<file path="src/rtl/counter_divider_pkg.sv">
// Shared direction and mode encodings for the counter-divider.
// Latency: n/a (constants only).
// Backpressure: n/a.
package counter_divider_pkg;

    localparam logic DIR_UP    = 1'b0;
    localparam logic DIR_DOWN  = 1'b1;
    localparam logic MODE_FREE = 1'b0;
    localparam logic MODE_DIV  = 1'b1;

endpackage

</file>
<file path="src/rtl/param_counter_divider_if.sv">
// Control and status bundle of the counter-divider; slave = counter side.
// Latency: n/a (wiring only).
// Backpressure: none; inputs are sampled on every clock edge.
interface param_counter_divider_if #(
    parameter int WIDTH = 8
);
    logic             load_n;
    logic             gn;
    logic             down_up;
    logic             mode;
    logic [WIDTH-1:0] din;
    logic [WIDTH-1:0] q;
    logic             max_min;
    logic             ripple_n;
    logic             tc_pulse;
    logic             div_sq;

    modport master (
        output load_n, gn, down_up, mode, din,
        input  q, max_min, ripple_n, tc_pulse, div_sq
    );

    modport slave (
        input  load_n, gn, down_up, mode, din,
        output q, max_min, ripple_n, tc_pulse, div_sq
    );
endinterface

</file>
<file path="src/rtl/div_square_gen.sv">
// Toggle flop turning terminal ticks into a 50 % duty square wave.
// Latency: output flips on the edge after a tick is seen.
// Backpressure: none.
module div_square_gen (
    input  logic clk,
    input  logic rst,
    input  logic tick,
    output logic div_sq
);
    logic div_sq_q;
    logic div_sq_d;

    always_comb begin
        div_sq_d = div_sq_q ^ tick;
    end

    always_ff @(posedge clk or negedge rst) begin
        if (!rst) begin
            div_sq_q <= 1'b0;
        end else begin
            div_sq_q <= div_sq_d;
        end
    end

    assign div_sq = div_sq_q;
endmodule

</file>
<file path="src/rtl/param_counter_divider.sv">
// Loadable up/down counter with auto-reload divider mode; square output under DIV_SQUARE_EN.
// Latency: load and count take 1 cycle; tc_pulse is registered alongside the post-terminal q.
// Backpressure: none; gn (active-low) stalls counting, load_n overrides it.
module param_counter_divider
    import counter_divider_pkg::*;
#(
    parameter int WIDTH = 8
) (
    input  logic                  clk,
    input  logic                  rst,
    param_counter_divider_if.slave bus
);
    logic [WIDTH-1:0] q_q;
    logic [WIDTH-1:0] q_d;
    logic             tc_pulse_q;
    logic             tc_pulse_d;
    logic             max_min;
    logic             terminal;

    // Terminal detect is combinational so a direction change is reflected before the next edge.
    assign max_min  = (bus.down_up == DIR_UP) ? (q_q == '1) : (q_q == '0);
    assign terminal = bus.load_n & ~bus.gn & max_min;

    always_comb begin
        q_d        = q_q;
        tc_pulse_d = 1'b0;
        if (!bus.load_n) begin
            q_d = bus.din;
        end else if (!bus.gn) begin
            if (max_min) begin
                tc_pulse_d = 1'b1;
                if (bus.mode == MODE_FREE) begin
                    q_d = (bus.down_up == DIR_DOWN) ? '1 : '0;
                end else begin
                    q_d = bus.din;
                end
            end else if (bus.down_up == DIR_DOWN) begin
                q_d = q_q - 1'b1;
            end else begin
                q_d = q_q + 1'b1;
            end
        end
    end

    always_ff @(posedge clk or negedge rst) begin
        if (!rst) begin
            q_q        <= '0;
            tc_pulse_q <= 1'b0;
        end else begin
            q_q        <= q_d;
            tc_pulse_q <= tc_pulse_d;
        end
    end

`ifdef DIV_SQUARE_EN
    div_square_gen u_div_square_gen (
        .clk    (clk),
        .rst    (rst),
        .tick   (terminal),
        .div_sq (bus.div_sq)
    );
`else
    assign bus.div_sq = 1'b0;
`endif

    assign bus.q        = q_q;
    assign bus.max_min  = max_min;
    assign bus.ripple_n = ~(max_min & ~bus.gn);
    assign bus.tc_pulse = tc_pulse_q;
endmodule

</file>
<file path="src/flat_wrapper.sv">
// flat-port wrapper written by rule: the top's interface ports become plain ports
module param_counter_divider_flat import counter_divider_pkg::*;
#(
    parameter int WIDTH = 8
)
  (clk, rst, bus_load_n, bus_gn, bus_down_up, bus_mode, bus_din, bus_q, bus_max_min, bus_ripple_n, bus_tc_pulse, bus_div_sq);
  param_counter_divider_if #(.WIDTH(WIDTH)) bus_i ();
  input  logic clk;
  input  logic rst;
  input wire logic [$bits(bus_i.load_n)-1:0] bus_load_n;
  input wire logic [$bits(bus_i.gn)-1:0] bus_gn;
  input wire logic [$bits(bus_i.down_up)-1:0] bus_down_up;
  input wire logic [$bits(bus_i.mode)-1:0] bus_mode;
  input wire logic [$bits(bus_i.din)-1:0] bus_din;
  output wire logic [$bits(bus_i.q)-1:0] bus_q;
  output wire logic [$bits(bus_i.max_min)-1:0] bus_max_min;
  output wire logic [$bits(bus_i.ripple_n)-1:0] bus_ripple_n;
  output wire logic [$bits(bus_i.tc_pulse)-1:0] bus_tc_pulse;
  output wire logic [$bits(bus_i.div_sq)-1:0] bus_div_sq;
  assign bus_i.load_n = bus_load_n;
  assign bus_i.gn = bus_gn;
  assign bus_i.down_up = bus_down_up;
  assign bus_i.mode = bus_mode;
  assign bus_i.din = bus_din;
  assign bus_q = bus_i.q;
  assign bus_max_min = bus_i.max_min;
  assign bus_ripple_n = bus_i.ripple_n;
  assign bus_tc_pulse = bus_i.tc_pulse;
  assign bus_div_sq = bus_i.div_sq;
  param_counter_divider #(.WIDTH(WIDTH)) u_core (.clk(clk), .rst(rst), .bus(bus_i));
endmodule
</file>
<file path="config.mk">
export PLATFORM = sky130hd
export DESIGN_NAME = param_counter_divider_flat
export DESIGN_NICKNAME = d
export VERILOG_FILES = /design/src/rtl/counter_divider_pkg.sv /design/src/rtl/param_counter_divider_if.sv /design/src/rtl/div_square_gen.sv /design/src/rtl/param_counter_divider.sv /design/src/flat_wrapper.sv
export SDC_FILE = /design/constraint.sdc
export NUM_CORES = 1
export LEC_CHECK = 0
export ABC_AREA = 1
export CAP_MARGIN = 20
export CORE_MARGIN = 3
export CORE_UTILIZATION = 30
export DETAILED_ROUTE_END_ITERATION = 12
export DONT_BUFFER_PORTS = 1
export PLACE_DENSITY = 0.42
export REMOVE_ABC_BUFFERS = 1
export SYNTH_ARGS = -nofsm -noshare
export SYNTH_HDL_FRONTEND = slang
export SYNTH_HIERARCHICAL = 1
export SYNTH_SLANG_ARGS = --single-unit
</file>
<file path="constraint.sdc">
create_clock -name clk -period 1.7 [get_ports clk]
set_clock_uncertainty 0.1 [all_clocks]
set_input_delay 0.34 -clock clk [delete_from_list [all_inputs] [get_ports clk]]
set_output_delay 0.34 -clock clk [all_outputs]
set_load 0.03 [all_outputs]
</file>
==> results.md, run 1 <==
* Via-per-instance ratio at ~4.8
* Routed WL at ~3.1 mm
* Reg power frac at 0.266
* Sink Count at 9
* Total track usage at 0.158
* Worst-path fanout max at 5
* Num ports at 26
* Overflow after GRT at 0
* Layout net count at 214
* Largest cells by area after synthesis: dfrtp_1 (22%), nand2_1 (21%), nand3_1 (12%)
* Yosys warns at 6
* Via Count at about 1,100
* Initial antenna violation count at 0
* Crit path required time at between 1 and 1.5 ns
* Net switching power at roughly 0.48 mW
* Clock Latency Late Sink at between 0.2 and 0.3 ns
* Pwr dens at roughly 800 nW/um^2
* Number of distinct library cells after synthesis at 25
* Die Span Y at about 65 um
* Antenna-violating nets left at 0
* Gpl congestion at between 0.7 and 0.8
* Synth top cells by count: nand2_1 (58), inv_1 (25), nand3_1 (24)
* N_diodes at 0
* Post-DR wirelength/cell at approximately 13 um
* CTS tree: yes
* Crit end category: output pin
* Cell mode on critical path: nor2_4
* First-pass GRT wire length at around 5.1 mm
* Max clock buf depth at 2
* Synthesized area at 1030 um^2
* CP Class: reg -> out
* Post-synth top area cell: dfrtp_1
* Startpoint Class: flip-flop
* Tcrit/Tclk final at 1.12
* Mapped Cells at 172
* Final worst setup slack at -0.205 ns
* Iter 0 DRT Violations at 33
* Comb pwr share at 0.575
* Fillers at 382
* Placed Area at ~1200 um^2
* Crit path largest cell delay at ~0.40 ns
* Critical Path Slowest Stage Cell: dfrtp_1
* Tmin final at 1.91 ns
* Failing checks: setup timing
* Asr flop ratio synth at 1.00
* Max-cap violations at 0
* Sequential area share after synthesis at 0.218
* Final hold vios at 0
* Arrival @ worst endpoint at 1.47 ns
* Outcome: complete, but fails checks
* Reg clk slew, reported paths at 0.07 ns
* Worst IR Drop VDD at around 0.36 mV
* Share of layout cells above drive strength 1 at 0.260
* Clock Tree Root: clkbuf_4
* Internal power at 0.582 mW
* Slew Viols, Final at 0
* Placed wire-length estimate at approximately 2.5 mm
* Final Cell Area at 1330 um^2
* Leakage power at between 0.6 and 0.7 nW
* Largest net degree at the start of global routing at 13
* DIE AREA at between 4000 and 5000 um^2
* Top-count cell post-synth: nand2_1
* Core Footprint at 3180 um^2
* Share of the synthesized area in the top cell type at 0.218
* Vias in the first global route at approximately 1,100
* Htree depth at 1
* IO Port Bufs at 0
* FF+latch count, synth at 9
* Die X at approximately 65 um
* EDFF count, synth at 0
* Final setup viols at 5
* Worst-path cell chain: buf_6 > nor2_2 > nand3_2 > nor2_4 > nor2_4 > or2_4
* Primary FF master, synth: dfrtp_1
* DRC violations left at 0
* Num CTS Buffers at 3
* RSZ-0062 raised after global routing: yes
* First-pass DRT Iterations at 4
* Final Power at 1.06 mW
* Initial Utilization at 0.326
* Hold Path Class: in -> reg
* Switching share of power at 0.452
* Site Rows at 20
* Final TNS setup at -0.385 ns
* Max Freq at 0.525 GHz
* Area Growth Syn to Fin at 28.2%
* Syn Area/Cell at between 6 and 7 um^2
* Clock power frac at 0.159
## worst max-delay path: cells and delay by family, from the launching register on
kind | cells | cell delay (ns)
buf+inv | 1 | 0.16
flops | 1 | 0.40
simple gates | 5 | 0.65
## final cells by class
type / instances / area (um^2) / area share
Multi-Input combinational cell: 133 / 769 / 0.580
Timing Repair Buffer: 18 / 145 / 0.109
Inverter: 28 / 105 / 0.0792
Clock buffer: 4 / 26.3 / 0.0198
Sequential cell: 9 / 225 / 0.170
Tap cell: 44 / 55.1 / 0.0415
## cells in the final DEF (no fill, tap or decap), types with 2 or more instances in the layout
cell type	instances
nand3_2	7
o21ai_0	3
nand3_1	19
inv_1	23
nand2_1	56
nor2_1	7
ha_1	3
nor2_2	3
nand2_2	2
ha_2	2
inv_2	3
clkbuf_4	3
buf_6	2
or2_2	3
a21oi_1	12
clkinv_1	2
dfrtp_1	9
nor2_4	5
buf_4	15
## timing repair
action | 4_1_cts | 5_1_grt
setup buffers | 1 | 0
endpoints found under the setup margin | 5 | 7
resized for setup | 11 | 11
hold buffers | 1 | 0
pin swaps | 1 | 2
hold endpoints to repair | 9 | 0
## power by group through the flow
stage | logic [mW] | registers (mW) | clock network [mW]
floorplan | 0.314 | 0.347 | 0
global placement | 0.544 | 0.284 | 0
detailed placement | 0.543 | 0.285 | 0
CTS | 0.580 | 0.282 | 0.176
global route | 0.686 | 0.287 | 0.198
finish | 0.610 | 0.283 | 0.169
## per-stage QoR
step	worst slack, ns	util	hold slack (ns)	instances
CTS	-0.232	0.401	0.107	236
detailed placement	-0.0448	0.377	-0.0553	230
global route	-0.289	0.417	0.103	236
finish	-0.205	0.417	0.113	236
global placement	-0.0359	0.377	-0.0554	230
floorplan	-0.254	-	-0.0556	170
## flip-flops by register name, indices dropped and copies added, names as in the netlist
signal,count
u_core/bus.tc_pulse,1
u_core/bus.q,8
## logic make-up after synthesis
kind of cell / Yosys count / synth area share
simple gates: 106 / 0.473
buf+inv: 30 / 0.112
xor+xnor: 2 / 0.0169
other cells: 1 / 0.00362
fa+ha+maj: 7 / 0.0919
flops: 9 / 0.218
compound gates: 17 / 0.0846
## path summary, 6_finish.rpt
path	start	end	slack, ns	depth (start not counted)
min	bus_din[2]	u_core/bus.q[2]$_DFFE_PN0P_	0.11	2
max reg2reg	u_core/bus.q[1]$_DFFE_PN0P_	u_core/bus.q[4]$_DFFE_PN0P_	-0.08	11
max in group asynchronous	rst	u_core/bus.q[6]$_DFFE_PN0P_	0.81	1
min in group asynchronous	rst	u_core/bus.q[3]$_DFFE_PN0P_	0.37	1
min reg2reg	u_core/bus.q[7]$_DFFE_PN0P_	u_core/bus.q[7]$_DFFE_PN0P_	0.47	2
max	u_core/bus.q[2]$_DFFE_PN0P_	bus_ripple_n	-0.21	6
## routing by layer
metal | part of all wire | GRT usage
met1 | 0.43 | 0.193
met2 | 0.52 | 0.281
met3 | 0.047 | 0.0520
met4 | 0.0026 | 0.00792
met5 | 0 | 0
No activity file was read; power rests on OpenSTA's default activity.
==> inputs of run 2 (changes only) <==
Settings changed: CORE_UTILIZATION 30 to 50, PLACE_DENSITY 0.42 to 0.65.
==> results.md, run 2 (synthesis gave the netlist of run 1 again) <==
* Reg clk slew, reported paths at 0.07 ns (about the same)
* Max clock buf depth at 2 (unchanged)
* Htree depth at 1 (unchanged)
* Arrival @ worst endpoint at 1.42 ns (was 1.47 ns)
* RR Startpoint: u_core/bus.q[3]$_DFFE_PN0P_ (was u_core/bus.q[1]$_DFFE_PN0P_)
* Slew Viols, Final at 0 (unchanged)
* Worst-path cell chain: buf_6 > nand2_1 > inv_2 > nand3_2 > nor2_4 > nor2_4 > or2_4 (was buf_6 > nor2_2 > nand3_2 > nor2_4 > nor2_4 > or2_4)
* Gpl congestion at 0.794 (was 0.752)
* Most frequent cells in the layout: nand2_1 (52), buf_4 (26), inv_1 (21) (was nand2_1 (56), inv_1 (23), nand3_1 (19))
* Crit end category: output pin (unchanged)
* Antenna-violating nets left at 0 (unchanged)
* Failing checks: setup timing (unchanged)
* Layout net count at 229 (was 214)
* Final Power at 1.27 mW (was 1.06 mW)
* Max-cap violations at 0 (unchanged)
* CTS tree: yes (unchanged)
* Hold endpoint: u_core/bus.q[4]$_DFFE_PN0P_ (was u_core/bus.q[2]$_DFFE_PN0P_)
* RSZ-0062 raised after global routing: yes (unchanged)
* DRC violations left at 0 (unchanged)
* Area Growth Syn to Fin at 50.3% (was 28.2%)
* FF-to-FF setup slack at -0.11 ns (was -0.08 ns)
* Leakage power at 0.781 nW (was 0.688 nW)
* Sink Count at 9 (unchanged)
* Fin util at 0.846 (was 0.417)
* Worst Path Buf+Inv at 2 (was 1)
* Final setup viols at 5 (unchanged)
* Pwr dens at 814 nW/um^2 (was 801 nW/um^2)
* Number of flip-flops in the largest register at 8 (unchanged)
* Reg2Reg Depth at 12 (was 11)
* Crit path required time at 1.26 ns (about the same)
* Num CTS Buffers at 3 (unchanged)
* First-pass DRT Iterations at 4 (unchanged)
* Fin cells at 232 (was 236)
* Final worst setup slack at -0.157 ns (was -0.205 ns)
* Initial antenna violation count at 0 (unchanged)
* Crit path largest cell delay at 0.36 ns (was 0.40 ns)
* Most common cell after layout, fill and taps aside: nand2_1 (unchanged)
* Outcome: complete, but fails checks (unchanged)
* Worst-path fanout max at 3 (was 5)
* Iter 0 DRT Violations at 38 (was 33)
* DIE AREA at 2650 um^2 (was 4190 um^2)
* Clock Latency Late Sink at 0.27 ns (was 0.26 ns)
* CP Class: reg -> out (unchanged)
* Hold depth at 2 (unchanged)
* Vias in the first global route at 1,251 (was 1,083)
* Tmin final at 1.86 ns (was 1.91 ns)
* Num ports at 26 (unchanged)
* Clock Tree Root: clkbuf_4 (unchanged)
* Final TNS setup at -0.420 ns (was -0.385 ns)
* Die Span Y at 51.5 um (was 64.7 um)
* N_diodes at 0 (unchanged)
* Share of layout cells above drive strength 1 at 0.401 (was 0.260)
* Hold Path Class: in -> reg (unchanged)
* IO Port Bufs at 0 (unchanged)
* Cell mode on critical path: nor2_4 (unchanged)
* Critical Path Slowest Stage Cell: dfrtp_1 (unchanged)
* Site Rows at 15 (was 20)
* Final hold vios at 0 (unchanged)
* Largest net degree at the start of global routing at 12 (was 13)
* Tcrit/Tclk final at 1.09 (was 1.12)
* Placed wire-length estimate at 2.20 mm (was 2.46 mm)
* Worst path top cell family by delay: simple AND/OR/NAND/NOR gates (unchanged)
* Placed Area at 1190 um^2 (was 1200 um^2)
* Via-per-instance ratio at 5.43 (was 4.78)
* Slew HR at 0.667
* Post-DR wirelength/cell at 15.8 um (was 13.1 um)
* Final Cell Area at 1560 um^2 (was 1330 um^2)
* Routed WL at 3.66 mm (was 3.10 mm)
* Worst reg2reg path endpoint: u_core/bus.q[7]$_DFFE_PN0P_ (was u_core/bus.q[4]$_DFFE_PN0P_)
* Slew @ Worst Pin at a little under 0.5 ns
* Die X at 51.5 um (was 64.7 um)
* Max Freq at 0.538 GHz (was 0.525 GHz)
* Startpoint Class: flip-flop (unchanged)
* Initial Utilization at 0.563 (was 0.326)
* First-pass GRT wire length at 5.58 mm (was 5.10 mm)
* Core Footprint at 1840 um^2 (was 3180 um^2)
* Total track usage at 0.280 (was 0.158)
* Worst Hold Launch: bus_din[4] (was bus_din[2])
* Overflow after GRT at 0 (unchanged)
* Worst IR Drop VDD at 0.528 mV (was 0.360 mV)
* Via Count at 1,260 (was 1,127)
* Inst Count DP at 213 (was 230)
-- run 2: cell count changes in the layout (fill, tap and decap cells not counted), moves of 3 or more --
cell	change
nand2_2	+5
inv_2	+3
nand2_1	-4
nor2_1	-4
buf_6	+3
ha_1	-3
ha_4	+5
buf_4	+11
nand3_1	-3
-- run 2: final cells by class --
class | count | area (um^2)
clock buffer | 4 | 26.3
fill | 127 | 284
inverter | 28 | 105
multi-input combinational | 134 | 905
sequential | 9 | 226
tap | 25 | 31.3
timing repair buffer | 32 | 262
-- run 2: worst max-delay path by stage --
stage	startpoint	to	slack, ns	depth (start not counted)
5_1_grt	u_core/bus.q[1]$_DFFE_PN0P_	bus_ripple_n	-0.20	6
3_3_place_gp	u_core/bus.q[2]$_DFFE_PN0P_	u_core/bus.q[7]$_DFFE_PN0P_	-0.02	8
2_1_floorplan	u_core/bus.q[0]$_DFFE_PN0P_	u_core/bus.q[4]$_DFFE_PN0P_	-0.25	10
4_1_cts	u_core/bus.q[0]$_DFFE_PN0P_	bus_ripple_n	-0.18	6
6_report	u_core/bus.q[0]$_DFFE_PN0P_	bus_ripple_n	-0.16	7
3_5_place_dp	bus_down_up	u_core/bus.q[4]$_DFFE_PN0P_	-0.04	10
-- run 2: per-layer routing --
metal	vias to the layer above	wire length [um]	GRT usage	share of wire
li1	607	-	-	-
met1	596	1490	0.331	0.41
met2	51	1880	0.523	0.51
met3	6	249	0.0516	0.068
met4	0	44	0.0568	0.012
met5	-	0	0	0
-- run 2: power by group --
group / switching, mW / leakage (nW) / internal (mW)
registers: 0.0274 / 0.109 / 0.245
logic: 0.454 / 0.657 / 0.359
clock network: 0.0890 / 0.0150 / 0.0911
-- run 2: what timing repair did --
item,CTS,global route
resized for setup,32,17
buffers inserted,11,2
setup endpoints to repair,4,6
pin swaps,13,10
hold buffers,1,0
gates cloned,1,0
endpoints found under the hold margin,9,0
-- run 2: per-stage QoR --
stage | setup slack [ns] | hold WS, ns
final | -0.157 | 0.0906
after global routing | -0.205 | 0.0889
after CTS | -0.185 | 0.0968
after detailed placement | -0.0388 | -0.0554
after global placement | -0.0166 | -0.0554
after floorplan | -0.254 | -0.0556
